`src/rtl/pi_duty_controller_if.sv`:
```
// pi_duty_controller_if: regulator control/measurement inputs and duty/status outputs
interface pi_duty_controller_if;
  logic               i_enable;
  logic               i_sample_strobe;
  logic signed [15:0] i_setpoint;
  logic signed [15:0] i_measurement;
  logic        [15:0] i_kp;
  logic        [15:0] i_ki;
  logic        [31:0] o_pwm_duty;
  logic               o_duty_valid;
  logic               o_busy;
  logic               o_sat_hi;
  logic               o_sat_lo;
  logic               o_overrun;
  modport master (
    output i_enable, i_sample_strobe, i_setpoint, i_measurement, i_kp, i_ki,
    input  o_pwm_duty, o_duty_valid, o_busy, o_sat_hi, o_sat_lo, o_overrun
  );
  modport slave (
    input  i_enable, i_sample_strobe, i_setpoint, i_measurement, i_kp, i_ki,
    output o_pwm_duty, o_duty_valid, o_busy, o_sat_hi, o_sat_lo, o_overrun
  );
endinterface

```
`src/rtl/pi_duty_controller.sv`:
```
// pi_duty_controller: multi-cycle PI regulator for the half-bridge duty word; define PI_DUTY_SLEW_LIMIT_EN for per-update slew limiting
module pi_duty_controller #(
  parameter int DUTY_MID  = 2048,
  parameter int DUTY_MAX  = 4095,
  parameter int INT_LIM   = 2047,
  parameter int FRAC_BITS = 8
`ifdef PI_DUTY_SLEW_LIMIT_EN
  ,
  parameter int MAX_STEP  = 64
`endif
) (
  input logic i_clk,
  input logic i_rst,
  pi_duty_controller_if.slave bus
);
  typedef enum logic [2:0] {S_IDLE, S_ERROR, S_PROD, S_INTEG, S_SUM, S_CLAMP} state_t;
  localparam logic signed [35:0] L_MID   = 36'(DUTY_MID);
  localparam logic signed [35:0] L_MAX   = 36'(DUTY_MAX);
  localparam logic signed [33:0] L_ILIM  = 34'(INT_LIM);
  localparam logic signed [15:0] L_ILIM16 = 16'(INT_LIM);
  state_t             r_state;
  logic signed [15:0] r_sp, r_meas;
  logic        [15:0] r_kp, r_ki;
  logic signed [16:0] r_e;
  logic signed [32:0] r_p, r_di;
  logic signed [15:0] r_integ;
  logic signed [35:0] r_u;
  logic        [31:0] r_duty;
  logic               r_valid, r_busy, r_sat_hi, r_sat_lo, r_overrun;
  logic signed [16:0] w_e;
  logic signed [32:0] w_pp, w_pi, w_p, w_di;
  logic signed [33:0] w_isum;
  logic               w_hold;
  logic signed [15:0] w_integ;
  logic signed [35:0] w_u;
  logic               w_sat_hi, w_sat_lo;
  logic        [31:0] w_rng, w_next;
  always_comb begin
    w_e      = {r_sp[15], r_sp} - {r_meas[15], r_meas};
    w_pp     = r_e * $signed({1'b0, r_kp});
    w_pi     = r_e * $signed({1'b0, r_ki});
    w_p      = w_pp >>> FRAC_BITS;
    w_di     = w_pi >>> FRAC_BITS;
    // anti-windup uses the saturation flags left by the previous update
    w_hold   = (r_sat_hi && r_di > 0) || (r_sat_lo && r_di < 0);
    w_isum   = r_di + r_integ;
    w_integ  = w_hold ? r_integ : w_isum > L_ILIM ? L_ILIM16 : w_isum < -L_ILIM ? -L_ILIM16 : w_isum[15:0];
    w_u      = L_MID + r_p + r_integ;
    w_sat_hi = r_u > L_MAX;
    w_sat_lo = r_u < 0;
    w_rng    = w_sat_hi ? 32'(DUTY_MAX) : w_sat_lo ? 32'd0 : r_u[31:0];
`ifdef PI_DUTY_SLEW_LIMIT_EN
    w_next   = w_rng > r_duty + 32'(MAX_STEP) ? r_duty + 32'(MAX_STEP) :
               w_rng + 32'(MAX_STEP) < r_duty ? r_duty - 32'(MAX_STEP) : w_rng;
`else
    w_next   = w_rng;
`endif
  end
  always_ff @(posedge i_clk or posedge i_rst) begin
    if (i_rst) begin
      r_state   <= S_IDLE;
      r_sp      <= '0;
      r_meas    <= '0;
      r_kp      <= '0;
      r_ki      <= '0;
      r_e       <= '0;
      r_p       <= '0;
      r_di      <= '0;
      r_integ   <= '0;
      r_u       <= '0;
      r_duty    <= 32'(DUTY_MID);
      r_valid   <= 1'b0;
      r_busy    <= 1'b0;
      r_sat_hi  <= 1'b0;
      r_sat_lo  <= 1'b0;
      r_overrun <= 1'b0;
    end else if (!bus.i_enable) begin
      r_state   <= S_IDLE;
      r_integ   <= '0;
      r_duty    <= 32'(DUTY_MID);
      r_valid   <= 1'b0;
      r_busy    <= 1'b0;
      r_sat_hi  <= 1'b0;
      r_sat_lo  <= 1'b0;
      r_overrun <= 1'b0;
    end else begin
      r_valid <= 1'b0;
      if (bus.i_sample_strobe && r_state != S_IDLE) r_overrun <= 1'b1;
      case (r_state)
        S_IDLE: if (bus.i_sample_strobe) begin
          r_sp    <= bus.i_setpoint;
          r_meas  <= bus.i_measurement;
          r_kp    <= bus.i_kp;
          r_ki    <= bus.i_ki;
          r_busy  <= 1'b1;
          r_state <= S_ERROR;
        end
        S_ERROR: begin
          r_e     <= w_e;
          r_state <= S_PROD;
        end
        S_PROD: begin
          r_p     <= w_p;
          r_di    <= w_di;
          r_state <= S_INTEG;
        end
        S_INTEG: begin
          r_integ <= w_integ;
          r_state <= S_SUM;
        end
        S_SUM: begin
          r_u     <= w_u;
          r_state <= S_CLAMP;
        end
        S_CLAMP: begin
          r_duty   <= w_next;
          r_sat_hi <= w_sat_hi;
          r_sat_lo <= w_sat_lo;
          r_valid  <= 1'b1;
          r_busy   <= 1'b0;
          r_state  <= S_IDLE;
        end
        default: begin
          r_busy  <= 1'b0;
          r_state <= S_IDLE;
        end
      endcase
    end
  end
  assign bus.o_pwm_duty   = r_duty;
  assign bus.o_duty_valid = r_valid;
  assign bus.o_busy       = r_busy;
  assign bus.o_sat_hi     = r_sat_hi;
  assign bus.o_sat_lo     = r_sat_lo;
  assign bus.o_overrun    = r_overrun;
endmodule

```
`src/flat_wrapper.sv`:
```
// flat-port wrapper written by rule: the top's interface ports become plain ports
module pi_duty_controller_flat 
#(
  parameter int DUTY_MID  = 2048,
  parameter int DUTY_MAX  = 4095,
  parameter int INT_LIM   = 2047,
  parameter int FRAC_BITS = 8

)
  (i_clk, i_rst, bus_i_enable, bus_i_sample_strobe, bus_i_setpoint, bus_i_measurement, bus_i_kp, bus_i_ki, bus_o_pwm_duty, bus_o_duty_valid, bus_o_busy, bus_o_sat_hi, bus_o_sat_lo, bus_o_overrun);
  pi_duty_controller_if bus_i ();
  input logic i_clk;
  input logic i_rst;
  input wire logic [$bits(bus_i.i_enable)-1:0] bus_i_enable;
  input wire logic [$bits(bus_i.i_sample_strobe)-1:0] bus_i_sample_strobe;
  input wire logic [$bits(bus_i.i_setpoint)-1:0] bus_i_setpoint;
  input wire logic [$bits(bus_i.i_measurement)-1:0] bus_i_measurement;
  input wire logic [$bits(bus_i.i_kp)-1:0] bus_i_kp;
  input wire logic [$bits(bus_i.i_ki)-1:0] bus_i_ki;
  output wire logic [$bits(bus_i.o_pwm_duty)-1:0] bus_o_pwm_duty;
  output wire logic [$bits(bus_i.o_duty_valid)-1:0] bus_o_duty_valid;
  output wire logic [$bits(bus_i.o_busy)-1:0] bus_o_busy;
  output wire logic [$bits(bus_i.o_sat_hi)-1:0] bus_o_sat_hi;
  output wire logic [$bits(bus_i.o_sat_lo)-1:0] bus_o_sat_lo;
  output wire logic [$bits(bus_i.o_overrun)-1:0] bus_o_overrun;
  assign bus_i.i_enable = bus_i_enable;
  assign bus_i.i_sample_strobe = bus_i_sample_strobe;
  assign bus_i.i_setpoint = bus_i_setpoint;
  assign bus_i.i_measurement = bus_i_measurement;
  assign bus_i.i_kp = bus_i_kp;
  assign bus_i.i_ki = bus_i_ki;
  assign bus_o_pwm_duty = bus_i.o_pwm_duty;
  assign bus_o_duty_valid = bus_i.o_duty_valid;
  assign bus_o_busy = bus_i.o_busy;
  assign bus_o_sat_hi = bus_i.o_sat_hi;
  assign bus_o_sat_lo = bus_i.o_sat_lo;
  assign bus_o_overrun = bus_i.o_overrun;
  pi_duty_controller #(.DUTY_MID(DUTY_MID), .DUTY_MAX(DUTY_MAX), .INT_LIM(INT_LIM), .FRAC_BITS(FRAC_BITS)) u_core (.i_clk(i_clk), .i_rst(i_rst), .bus(bus_i));
endmodule
```
`config.mk`:
```
export PLATFORM = sky130hd
export DESIGN_NAME = pi_duty_controller_flat
export DESIGN_NICKNAME = d
export VERILOG_FILES = /design/src/rtl/pi_duty_controller_if.sv /design/src/rtl/pi_duty_controller.sv /design/src/flat_wrapper.sv
export SDC_FILE = /design/constraint.sdc
export NUM_CORES = 2
export LEC_CHECK = 0
export BUFFER_PORTS_ARGS = -buffer_cell sky130_fd_sc_hd__buf_2
export CORE_ASPECT_RATIO = 1.2
export CORE_MARGIN = 2
export CORE_UTILIZATION = 65
export CTS_BUF_LIST = sky130_fd_sc_hd__clkbuf_8
export DETAILED_ROUTE_END_ITERATION = 12
export PLACE_DENSITY = 0.95
export SKIP_LAST_GASP = 1
export SLEW_MARGIN = 30
export SYNTH_ARGS = -nofsm -noshare
export SYNTH_HDL_FRONTEND = slang
export SYNTH_SLANG_ARGS = --single-unit
```
`constraint.sdc`:
```
create_clock -name i_clk -period 8.3 [get_ports i_clk]
set_clock_uncertainty 0.15 [all_clocks]
set_input_delay 0 -clock i_clk [delete_from_list [all_inputs] [get_ports i_clk]]
set_output_delay 0 -clock i_clk [all_outputs]
set_load 0.1 [all_outputs]
```
Word-level counts from Yosys, hierarchy flattened
Index checks and enable logic that the tools add are counted.
{ "totals": {"register_bits": 223, "input_bits": 68, "out_inout_bits": 37} }
{ "classes": {"add_sub_neg": 4, "multipliers": 2, "order_cmp": 6, "eq_ne": 11, "muxes": 23, "n_reduce_logical": 13} }
{ "ops": {"columns": ["cell", "n"], "rows": [
  ["$mux W32", 4],
  ["$mux W16", 5],
  ["$mul A17 B17 Y33", 2],
  ["$gt A36 B13 Y1 const B", 1],
  ["$lt A36 B1 Y1 const B", 1],
  ["$gt A34 B12 Y1 const B", 1],
  ["$lt A34 B12 Y1 const B", 1],
  ["$add A26 B16 Y27", 1],
  ["$add A13 B25 Y26 const A", 1],
  ["$add A25 B16 Y26", 1],
  ["$gt A25 B1 Y1 const B", 1],
  ["$lt A25 B1 Y1 const B", 1],
  ["$sub A16 B16 Y17", 1],
  ["$pmux W3 S5", 1],
  ["$mux W1", 10],
  ["$reduce_and A2 Y1", 5],
  ["$eq A3 B2 Y1 const B", 2],
  ["$eq A3 B3 Y1 const B", 2],
  ["$mux W3", 2],
  ["$ne A2 B1 Y1 const B", 3],
  ["$ne A2 B2 Y1 const B", 2],
  ["$reduce_or A4 Y1", 1],
  ["$eq A3 B1 Y1 const B", 1],
  ["$logic_and A1 B1 Y1", 3],
  ["6 further kinds", 6]
]} }

Longest topological paths before layout
{ "logic_depth": {"word_depth": 7, "ltp_mapped": 25, "ltp_nobuf": 23} }

Worst setup path after synthesis
OpenSTA, ideal clock, no wires.
{ "synth_timing": {"path_type": "register to register", "start": "register u_core.r_ki[8]", "end": "register u_core.r_di[21]", "setup_ns": 0.135, "arrival_time_ns": 6.219, "required_ns": 8.015, "slack_ns": 1.797, "path_stages_with_launch": 26, "path_buffers": 2, "cell_sequence": "dfrtp_1 > clkbuf_1 > clkbuf_1 > nand2_1 > fa_1 > inv_1 > fa_1 > inv_1 > fa_1 > inv_1 > fa_1 > fa_1 > inv_1 > fa_1 > inv_1 > ha_1 > and4_1 > and3_1 > and2_1 > o2111a_1 > a211oi_2 > o21a_1 > nor2_1 > a2111oi_0 > xor2_1 > o21ai_0"} }
{ "synth_via": {"elab_chain_cells": 1} }
{ "synth_rtl": {"columns": ["element", "line_no", "text"], "rows": [
  ["start, declared", "pi_duty_controller.sv:23", "logic [15:0] r_kp, r_ki;"],
  ["start signal, assigned", "pi_duty_controller.sv:94", "r_ki <= bus.i_ki;"],
  ["$mul A17 B17 Y33", "pi_duty_controller.sv:41", "w_pi = r_e * $signed({1'b0, r_ki});"],
  ["end signal, assigned", "pi_duty_controller.sv:104", "r_di <= w_di;"],
  ["end, declared", "pi_duty_controller.sv:25", "logic signed [32:0] r_p, r_di;"]
]} }
Every way passes these cells.
A chain may end at the register's enable or synchronous reset.

Worst setup path after layout
{ "layout_timing": {"start": "register u_core.r_e[8]", "end": "register u_core.r_di[21]"} }
{ "layout_via": {"elab_chain_cells": 1} }
{ "layout_rtl": {"columns": ["element", "line_no", "text"], "rows": [
  ["start, declared", "pi_duty_controller.sv:24", "logic signed [16:0] r_e;"],
  ["start signal, assigned", "pi_duty_controller.sv:99", "r_e <= w_e;"],
  ["$mul A17 B17 Y33", "pi_duty_controller.sv:41", null]
]} }
Every way passes these cells.

==> reports/results.txt <==
Slew @ Worst Pin -> 1050 ps
launch point of the worst reg-to-reg path -> u_core.r_e[8]
CP Capture Type -> flip-flop
clk_lat worst skew -> 620 ps
clk buf depth -> 3
number of remaining DRC errors -> 0
Post-Syn Instances -> 3,387
TritonCTS clock tree -> yes
Initial Utilization -> 65.6%
GRT Total Usage -> 36.9%
top sig layer -> met5
number of global-route vias before repair -> 28,000
Post-Syn Area -> 31,500 sq um
final wirelength -> 89,600 um
synthesis-to-finish area growth -> 8.38%
Hold WS -> -13.6 ps
Worst Setup Slack, final -> 812 ps
worst hold path type -> in2reg
CTS buffer count -> 37
first-pass GRT wire length -> 142,000 um
Synth Warn # -> 0
violated checks -> negative hold slack
Starting DRT DRC Count -> 2,693
vias per inst -> 6.09
drt first pass iters -> 8
final setup violation count -> 0
mean post-synth cell area -> 9.30 sq um
global placer's final weighted congestion -> 0.941
FP Rows -> 88
core footprint -> 48,000 sq um
Async SR Flop Fraction -> 100%
Worst Hold Path EP -> u_core.r_sp[11]
max cap viols -> 0
met2 WL -> 41,700 um
Layout Nets -> 4,364
IO buf count -> 98
Fmax -> 0.134 GHz
Vias -> 25,300
Primary FF master, synth -> dfrtp_1
critical path class -> reg2reg
Synth cell types -> 82
part of the Yosys area used for sequential elements -> 16.5%
crit path time final -> 7490 ps
initial antenna violation count -> 4
RSZ-0062 raised after global routing -> false
Met3 Wirelength -> 10,100 um
Final Cell Area -> 34,100 sq um
placed inst area -> 32,500 sq um
final-report hold violation count -> 1
Top Ports -> 105
Metal-1 WL -> 29,100 um
EDFF count, synth -> 0
total congestion overflow -> 0
Routed Antenna Nets -> 0
min-delay src -> bus_i_setpoint[11]
outcome -> complete, but fails checks
worst endpoint data arrival time -> 7790 ps
maximum fanout along the worst path -> 23
CP required -> 8600 ps
Max-slew headroom -> 30.2%
Avg WL per Cell -> 21.6 um
layout cells sized above 1 -> 8.04%
hold path depth -> 3
Sink Count -> 208
CP Launch Type -> flip-flop
CTS H-tree lvls -> 2
die area -> 50,200 sq um
Die Y-Extent -> 245 um
final-report max-slew violation count -> 0
depth of the most critical reg-to-reg path -> 22
clk root buf -> clkbuf_8
die width -> 205 um
clock slew at reported path FFs -> 70 ps
setup slack, reg-to-reg -> 810 ps
setup TNS -> 0 ps
Final period util -> 90.2%
largest net degree at the start of global routing -> 137
Reg2Reg Capture Point -> u_core.r_di[21]
worst slack, placed -> 1070 ps
#FFs+latches synth -> 208
DP HPWL -> 63,200 um
[cell usage in the layout, fill, tap and decap left out, types with 67 or more instances in the layout]
cell / instances
a21oi_1: 78
and2_1: 282
buf_2: 98
dfrtp_1: 207
dlygate4sd3_1: 72
fa_1: 547
ha_1: 255
inv_1: 761
mux2_2: 68
nand2_1: 427
o21ai_0: 125
xnor2_1: 67
[critical path: stages (launching register included)]
cell	delay (ps)
dfrtp_1	890
buf_4	320
nand2_1	100
fa_1	590
inv_1	60
fa_1	500
fa_1	520
fa_1	510
fa_1	520
inv_1	90
fa_1	580
inv_1	80
ha_1	300
and4_1	190
and3_1	190
a21oi_1	150
o21ai_0	140
a211oi_2	340
o21a_1	260
nor2_1	70
a2111oi_0	510
xor2_1	180
o21ai_0	80
[per-layer routing]
| metal | GRT usage, % | up-vias |
|---|---|---|
| met2 | 60.3 | 1843 |
| li1 | - | 10600 |
| met1 | 40.3 | 12100 |
| met4 | 27.6 | 3 |
| met5 | 0 | - |
| met3 | 11.5 | 787 |
[layout make-up]
type	instances	area, sq um
inverter	757	2850
tap	630	788
antenna	5	12.5
fill	2957	13900
clock buffer	44	606
multi-input combinational	2293	23000
sequential	208	5210
clock inverter	20	262
timing repair buffer	197	1430
[synth_stat cells, drive strengths merged (7+ instances only)]
master,n,area [sq um]
a2111oi,7,87.6
a211oi,21,178
a21o,38,285
a21oi,82,422
a31oi,13,81.3
and2,283,1770
and3,20,125
buf,8,52.6
clkbuf,126,473
dfrtp,207,5180
fa,547,11000
ha,255,3190
inv,757,2840
mux2,68,766
nand2,427,1600
nand2b,9,56.3
nand3,26,130
nor2,67,251
nor2b,14,90.1
nor3,21,110
nor3b,10,75.1
nor4,11,68.8
o21a,12,90.1
o21ai,129,646
o21bai,9,71.3
o31ai,14,110
or3,12,75.1
xnor2,67,587
xor2,45,394
[per-stage QoR]
step	utilization (%)	instances
floorplan	-	3392
global placement	67.7	4011
detailed placement	67.7	4011
CTS	71.0	4146
global route	71.1	4152
finish	71.1	4154
[repair_timing]
action | in CTS | in global routing
gates resized for setup | 0 | 0
buffers inserted | 0 | 0
hold buffers | 71 | 1
endpoints found under the hold margin | 218 | 22
[cell families (layout without fill, tap and decap cells)]
group	after synthesis	after routing	share of synthesized area, %
XOR/XNOR	112	112	3.11
AND/OR/NAND/NOR	932	932	14.7
adder cells (fa/ha/maj)	802	802	44.9
other	1	11	0.0119
flip-flops	208	208	16.5
AO/OA/AOI/OAI	373	373	7.67
multiplexers	68	68	2.43
buffers and inverters	891	1018	10.7
[how the worst max path moves through the flow]
stage | startpoint | to | slack (ps) | cells after the start
2_1_floorplan | u_core.r_ki[8] | u_core.r_di[21] | 1800 | 25
3_3_place_gp | u_core.r_e[5] | u_core.r_p[24] | 1300 | 23
3_5_place_dp | u_core.r_e[7] | u_core.r_di[21] | 1070 | 23
4_1_cts | u_core.r_e[5] | u_core.r_p[24] | 1030 | 23
5_1_grt | u_core.r_e[8] | u_core.r_di[21] | 440 | 22
6_report | u_core.r_e[8] | u_core.r_di[21] | 810 | 22
[state kept, by name (all words and copies together) (netlist names), 3 cells and up]
name                   cells
u_core.r_meas             16
u_core.r_state             3
u_core.r_p                25
u_core.r_di               25
u_core.r_ki               16
u_core.bus.o_pwm_duty     26
u_core.r_u                27
u_core.r_integ            16
u_core.r_sp               16
u_core.r_e                17
u_core.r_kp               16
Power is left out: the tool's default activity adds up to more than one toggle a clock period on the data nets, which glitch-free logic cannot reach.
